--- config.mk ---
export PLATFORM = sky130hd
export DESIGN_NAME = fetch_stage
export DESIGN_NICKNAME = d
export VERILOG_FILES = /design/src/rtl/cpu_types_pkg.sv /design/src/rtl/fetch_skid_buf.sv /design/src/rtl/fetch_stage.sv
export SDC_FILE = /design/constraint.sdc
export NUM_CORES = 1
export LEC_CHECK = 0
export CAP_MARGIN = 20
export CORE_MARGIN = 3
export CORE_UTILIZATION = 45
export CTS_BUF_LIST = sky130_fd_sc_hd__clkbuf_4 sky130_fd_sc_hd__clkbuf_8
export CTS_CLUSTER_DIAMETER = 120
export DETAILED_ROUTE_END_ITERATION = 8
export PLACE_DENSITY = 0.75
export SYNTH_ARGS = -nofsm -noshare
export SYNTH_HDL_FRONTEND = slang
export SYNTH_SLANG_ARGS = --single-unit
--- constraint.sdc ---
create_clock -name CLK -period 6.8 [get_ports CLK]
set_clock_uncertainty 0.1 [all_clocks]
set_input_delay 1.7 -clock CLK [delete_from_list [all_inputs] [get_ports CLK]]
set_output_delay 1.7 -clock CLK [all_outputs]
set_load 0.05 [all_outputs]
--- src/rtl/cpu_types_pkg.sv ---
// Shared CPU types for the fetch stage: word/opcode types, halt opcode, fetch FSM states.
package cpu_types_pkg;
  localparam int WORD_W = 32;

  typedef logic [WORD_W-1:0] word_t;
  typedef logic [4:0]        regbits_t;
  typedef logic [5:0]        opcode_t;

  localparam opcode_t OP_HALT = 6'h3F;

  typedef enum logic [1:0] {
    RUN  = 2'd0,
    SKID = 2'd1,
    HALT = 2'd2
  } fetch_state_t;

  function automatic logic is_halt(input opcode_t op);
    return op == OP_HALT;
  endfunction
endpackage

--- src/rtl/fetch_skid_buf.sv ---
// One-entry {instr, npc} holding register for an icache hit that arrives while decode stalls.
module fetch_skid_buf #(
  parameter int W = 32
) (
  input  logic         CLK,
  input  logic         RST,
  input  logic         load,
  input  logic         clear,
  input  logic [W-1:0] din_instr,
  input  logic [W-1:0] din_npc,
  output logic         full,
  output logic [W-1:0] instr,
  output logic [W-1:0] npc
);
  // clear wins over load so a redirect never leaves stale data behind
  always_ff @(posedge CLK) begin
    if (RST || clear) begin
      full  <= 1'b0;
      instr <= '0;
      npc   <= '0;
    end else if (load) begin
      full  <= 1'b1;
      instr <= din_instr;
      npc   <= din_npc;
    end
  end
endmodule

--- src/rtl/fetch_stage.sv ---
// IF stage: PC register, RUN/SKID/HALT sequencer and IF/ID latch.
//  state | meaning
//  RUN   | fetching, iREN=1
//  SKID  | skid holds a hit, decode still stalled, PC held
//  HALT  | halt opcode latched, PC held, halted=1
module fetch_stage
  import cpu_types_pkg::*;
#(
  parameter logic [31:0] PC_INIT = 32'h0000_0000,
  parameter int          WORD_W  = 32
) (
  input  logic              CLK,
  input  logic              RST,
  input  logic              ihit,
  input  logic [WORD_W-1:0] imemload,
  output logic              iREN,
  output logic [WORD_W-1:0] imemaddr,
  input  logic              stall,
  input  logic              redirect,
  input  logic [WORD_W-1:0] redirect_pc,
  output logic [WORD_W-1:0] instru,
  output logic [WORD_W-1:0] nPC,
  output logic              valid,
  output logic              halted
);
  fetch_state_t      state, state_n;
  logic [WORD_W-1:0] pc, pc_n, pc_plus4;
  logic [WORD_W-1:0] instru_n, npc_n;
  logic              valid_n;
  logic              skid_load, skid_clear, skid_full;
  logic [WORD_W-1:0] skid_instr, skid_npc;

  assign pc_plus4 = pc + WORD_W'(4);
  assign imemaddr = pc;
  assign iREN     = (state == RUN);
  assign halted   = (state == HALT);

  fetch_skid_buf #(.W(WORD_W)) u_skid (
    .CLK       (CLK),
    .RST       (RST),
    .load      (skid_load),
    .clear     (skid_clear),
    .din_instr (imemload),
    .din_npc   (pc_plus4),
    .full      (skid_full),
    .instr     (skid_instr),
    .npc       (skid_npc)
  );

  always_comb begin
    state_n    = state;
    pc_n       = pc;
    instru_n   = instru;
    npc_n      = nPC;
    valid_n    = valid;
    skid_load  = 1'b0;
    skid_clear = 1'b0;
    if (redirect) begin
      pc_n       = redirect_pc;
      instru_n   = '0;
      npc_n      = '0;
      valid_n    = 1'b0;
      skid_clear = 1'b1;
      state_n    = RUN;
    end else begin
      unique case (state)
        RUN: begin
          if (stall) begin
            if (ihit) begin
              skid_load = 1'b1;
              pc_n      = pc_plus4;
              state_n   = SKID;
            end
          end else if (ihit) begin
            instru_n = imemload;
            npc_n    = pc_plus4;
            valid_n  = 1'b1;
            pc_n     = pc_plus4;
            if (is_halt(imemload[31:26])) state_n = HALT;
          end else begin
            valid_n = 1'b0;
          end
        end
        SKID: begin
          if (!stall && skid_full) begin
            instru_n   = skid_instr;
            npc_n      = skid_npc;
            valid_n    = 1'b1;
            skid_clear = 1'b1;
            state_n    = is_halt(skid_instr[31:26]) ? HALT : RUN;
          end
        end
        HALT: begin
          if (!stall) valid_n = 1'b0;
        end
        default: state_n = RUN;
      endcase
    end
  end

  always_ff @(posedge CLK) begin
    if (RST) begin
      state  <= RUN;
      pc     <= WORD_W'(PC_INIT);
      instru <= '0;
      nPC    <= '0;
      valid  <= 1'b0;
    end else begin
      state  <= state_n;
      pc     <= pc_n;
      instru <= instru_n;
      nPC    <= npc_n;
      valid  <= valid_n;
    end
  end
endmodule
# --- Word-level counts from Yosys, hierarchy flattened ---
# Index checks and enable logic that the tools add are counted.
op_classes:
  reduce_logical: 13
  n_eq_ne: 9
  n_mux: 28
  n_addsub: 1
  bitwise: 1
op_table:
  columns: ["operator", "n"]
  rows:
  - ["$mux W32", 8]
  - ["$pmux W32 S2", 2]
  - ["$add A32 B3 Y32 const B", 1]
  - ["$eq A6 B6 Y1 const B", 2]
  - ["$mux W2", 6]
  - ["$reduce_and A4 Y1", 3]
  - ["$mux W1", 10]
  - ["$ne A2 B2 Y1 const B", 4]
  - ["$pmux W2 S3", 1]
  - ["$reduce_bool A2 Y1", 3]
  - ["$ne A3 B1 Y1 const B", 1]
  - ["$pmux W1 S3", 1]
  - ["$reduce_bool A3 Y1", 1]
  - ["$eq A2 B1 Y1 const B", 1]
  - ["$eq A2 B2 Y1 const B", 1]
  - ["$logic_not A2 Y1", 1]
  - ["$reduce_and A2 Y1", 1]
  - ["$reduce_or A2 Y1", 1]
  - ["$logic_and A1 B1 Y1", 1]
  - ["$logic_not A1 Y1", 1]
  - ["$logic_or A1 B1 Y1", 1]
  - ["$not A1 Y1", 1]
totals:
  word_cells: 60
  regBits: 164
  in_bits: 69
  output_inout_bits: 99

# --- Depth between registers and ports, before layout ---
logic_depth:
  depth_word: 6
  depth_mapped: 9
  ltp_nobuf: 7

# --- Hierarchy ---
# A second synthesis with hierarchy kept.
unflattened:
  cells_unflattened: 870
  area_unflattened_um2: 7772.5
modules_own_cells:
  columns: ["mod", "instances", "cells_per_inst", "area_each_um2", "seq_area_each_um2"]
  rows:
  - ["fetch_stage", 1, 660, 5432.7, 1981.9]
  - ["fetch_skid_buf", 1, 210, 2339.7, 1301.2]

# --- Least setup slack after synthesis ---
# OpenSTA, ideal clock, no wires.
synth_timing:
  kind: "input to register"
  start: "input port stall"
  end: "register nPC[29]"
  t_required_ns: 6.576
  setup_time_ns: 0.124
  n_path_buf: 3
  path_slack_ns: 3.509
  t_arrival_ns: 3.067
  stages: 6
  cell_sequence: "clkbuf_1 -> or4_1 -> clkbuf_1 -> nor2_1 -> buf_2 -> a21oi_1"
synth_between:
  elab_chain_len: 4
  word_cells_on_any_way: 5
  classes_between: "2 x eq/ne; 3 x reduce/logical"
synth_lines:
  columns: ["item", "line", "text"]
  rows:
  - ["start: declaration", "fetch_stage.sv:18", "input logic stall,"]
  - ["$logic_not A1 Y1", null, null]
  - ["$logic_and A1 B1 Y1", "fetch_stage.sv:85", "if (!stall && skid_full) begin"]
  - ["$ne A2 B2 Y1 (no line)", null, null]
  - ["$reduce_and A4 Y1 (no line) (*)", null, null]
  - ["end signal: assignment", "fetch_stage.sv:112", "nPC <= npc_n;"]
  - ["end: declaration", "fetch_stage.sv:22", "output logic [WORD_W-1:0] nPC,"]
# Every way passes the cells marked *; elsewhere a longest branch is shown, timed or not.
# A chain may end at the register's enable or synchronous reset.

# --- Worst setup path in the final report ---
layout_timing:
  start: "input port ihit"
  end: "register nPC[23]"
layout_between:
  elab_chain_len: 2
layout_lines:
  columns: ["item", "line", "text"]
  rows:
  - ["start: declaration", "fetch_stage.sv:14", "input logic ihit,"]
  - ["$ne A2 B2 Y1 (no line)", null, null]
  - ["$reduce_and A4 Y1 (no line)", null, null]
# No other way between the ends.

==> flow_summary.yaml <==
hold_path:
  min_path_cells: 2
  hold_path_class: "flip-flop to flip-flop"
  min_from: "u_skid.instr[4]$_SDFFE_PP0P_"
  min_to: "u_skid.instr[4]$_SDFFE_PP0P_"
power_and_ir_drop:
  power.density_nw_per_um2: 219
  peakVddDrop_mv: 0.138
  p_leak_uw: 0.00317
  power.total_uw: 2120
setup_path:
  path_class: "input port to flip-flop"
  cp-start-kind: "input port"
  cp_max_fo: 19
  critPathRequiredTime_ns: 7.10
  rrSetupSlack_ns: 3.03
  reg2reg_from: "state[1]$_SDFFE_PP0P_"
  worst-r2r-cell-count: 8
  cp-end-kind: "flip-flop"
  timing.rr.end: "nPC[23]$_SDFFE_PP0P_"
  arrival_ns: 4.63
detailed_routing:
  drc: 0
  wl_met2_um: 8620
  wl_per_cell_um: 15.7
  finalWirelength_um: 19800
  wl_met3_um: 1420
  met1_length_um: 9430
  drt_iter0_markers: 418
  antenna_left: 0
  routed.top_layer: "met4"
  dr.pass1.iters: 5
  routed-via-count: 6818
  via_per_inst: 5.42
clocking:
  cts_made_buffers: 17
  cts.clk_slew.worst_paths_ns: 0.09
  cts_max_level: 4
  cts-root-buf: "clkbuf_8"
  cts_hold_buf: 0
  clk-insertion-delay-late_ns: 0.47
  cts_resized: 0
  clock_sinks: 164
  clk_path_buf_depth: 2
  cts_tree: "yes"
  post_cts_buffers: 0
floorplan:
  ios: 168
  die_w_um: 135
  fp.dieArea_um2: 18300
  core_um2: 16100
  start_util_pct: 46.8
  die_y_um: 135
  fp-row-count: 46
yosys:
  yosys-top-cells-count: "dfxtp_1, nand2_1, nor2_1"
  netlist_area_um2: 7540
  synth_top_cell_by_area: "dfxtp_1"
  ys_types: 50
  yosys_most_used_dff: "dfxtp_1"
  synthTopCellsByArea: "dfxtp_1, a211oi_1, nand2_1"
  synth_top_area_share_pct: 43.6
  ys_seq_area_share_pct: 43.6
  yosys.cell_count.top_type: "dfxtp_1"
  synth_fp_nets: 985
  ys_ff_latch: 164
  synth_cells: 911
  ys_warn_count: 0
  synth_edf_count: 0
  syn_area_per_cell_um2: 8.27
  async_reset_ff_share_pct: 0
placement:
  gp_congestion: 0.957
  hpwl_um: 13500
  numPortBuffers: 167
  place_area_um2: 9280
layout:
  num_antenna_cells: 0
  nets: 1103
  drive_above_1_share_pct: 5.95
  syn2layout_area_growth_pct: 28.2
  fillers: 1455
  stdcell_area_um2: 9660
timing:
  fmax_mhz: 231
  rsz0062_at_grt: "false"
  period_needed_ns: 4.34
  maxSlewViolCount: 0
  slew-limit-headroom_pct: 26.2
  worst_pin_slew_ns: 1.11
  finalSetupViolCount: 0
  hold_viol_final: 0
  min_period_over_period_pct: 63.8
  finalSetupTns_ns: 0
global_routing:
  first_global_vias: 6180
  grt_max_degree: 85
  antenna_found_initial: 0
  track_usage_pct: 21.4
  grt_remaining_overflow: 0
  grt_pass1_wl_um: 31700
outcome:
  status: "finished clean"
run:
  drv_cap: 0
critical path, cell delays in order:
cell,delay (ns)
clkdlybuf4s50_1,0.65
nor2b_1,0.16
or4_1,0.81
nor2_1,0.88
o21ai_0,0.22
a31oi_1,0.20
worst max path at each step:
stage / to / cells after the start / startpoint
after floorplan: nPC[29]$_SDFFE_PP0P_ / 6 / stall
after detailed placement: nPC[14]$_SDFFE_PP0P_ / 6 / ihit
final: nPC[23]$_SDFFE_PP0P_ / 6 / ihit
after global routing: nPC[14]$_SDFFE_PP0P_ / 6 / ihit
after global placement: nPC[14]$_SDFFE_PP0P_ / 6 / ihit
after CTS: nPC[14]$_SDFFE_PP0P_ / 6 / ihit
final cells by class:
| type | count | area, µm² | area share [%] |
|---|---|---|---|
| multi-input cells | 649 | 3880 | 40.2 |
| inverters | 16 | 60.1 | 0.622 |
| clock buffers | 17 | 234 | 2.42 |
| flip-flops and latches | 164 | 3280 | 34.0 |
| clock inverters | 15 | 144 | 1.49 |
| well taps | 216 | 270 | 2.80 |
| repair buffers | 181 | 1780 | 18.5 |
metrics by stage:
step / worst slack [ns] / cells / hold slack [ns] / util, %
after floorplan: 3.51 / 911 / 0.336 / -
after global placement: 2.08 / 1225 / 0.341 / 57.5
after global routing: 2.26 / 1258 / 0.380 / 59.9
final: 2.46 / 1258 / 0.360 / 59.9
after CTS: 2.50 / 1258 / 0.360 / 59.9
after detailed placement: 1.98 / 1226 / 0.347 / 57.6
flip-flops by register name, indices dropped and copies added (netlist names):
register / count
imemaddr: 32
instru: 32
nPC: 32
u_skid.instr: 32
u_skid.npc: 32
state: 2
u_skid.full: 1
valid: 1
kinds of logic after synthesis:
family | share of synthesized area, %
buf+inv | 5.35
fa+ha+maj | 0.830
flops | 43.6
mux | 5.58
simple gates | 21.2
compound gates | 17.4
xor+xnor | 6.04
report_power, final:
part           switching, µW  internal (µW)
Clock                    394            298
Sequential              38.5            995
Combinational            247            147
Total                    679           1440
per-layer routing:
metal  up-vias  global-route usage, %
met3        23                   5.39
met5         -                      0
met2       237                   31.9
met1      3139                   30.3
met4         0                   7.50
li1       3419                      -
layout by cell type (no fill, tap or decap), types with 4 or more instances in the layout:
master and count:
a211oi_1 62, a21oi_1 82, a311o_1 9, a31oi_1 5, and3_1 5, and4_1 6
buf_4 13, clkbuf_8 17, clkdlybuf4s50_1 167, dfxtp_1 164, ha_1 4, inv_1 16
inv_6 6, mux2i_1 42, nand2_1 116, nand2b_1 5, nand3_1 27, nand4_1 20
nor2_1 114, nor3_1 18, nor4_1 7, nor4_2 4, o211ai_1 4, o21ai_0 33
xnor2_1 22, xor2_1 30
Note: power is estimated with default switching activity, not from simulation.
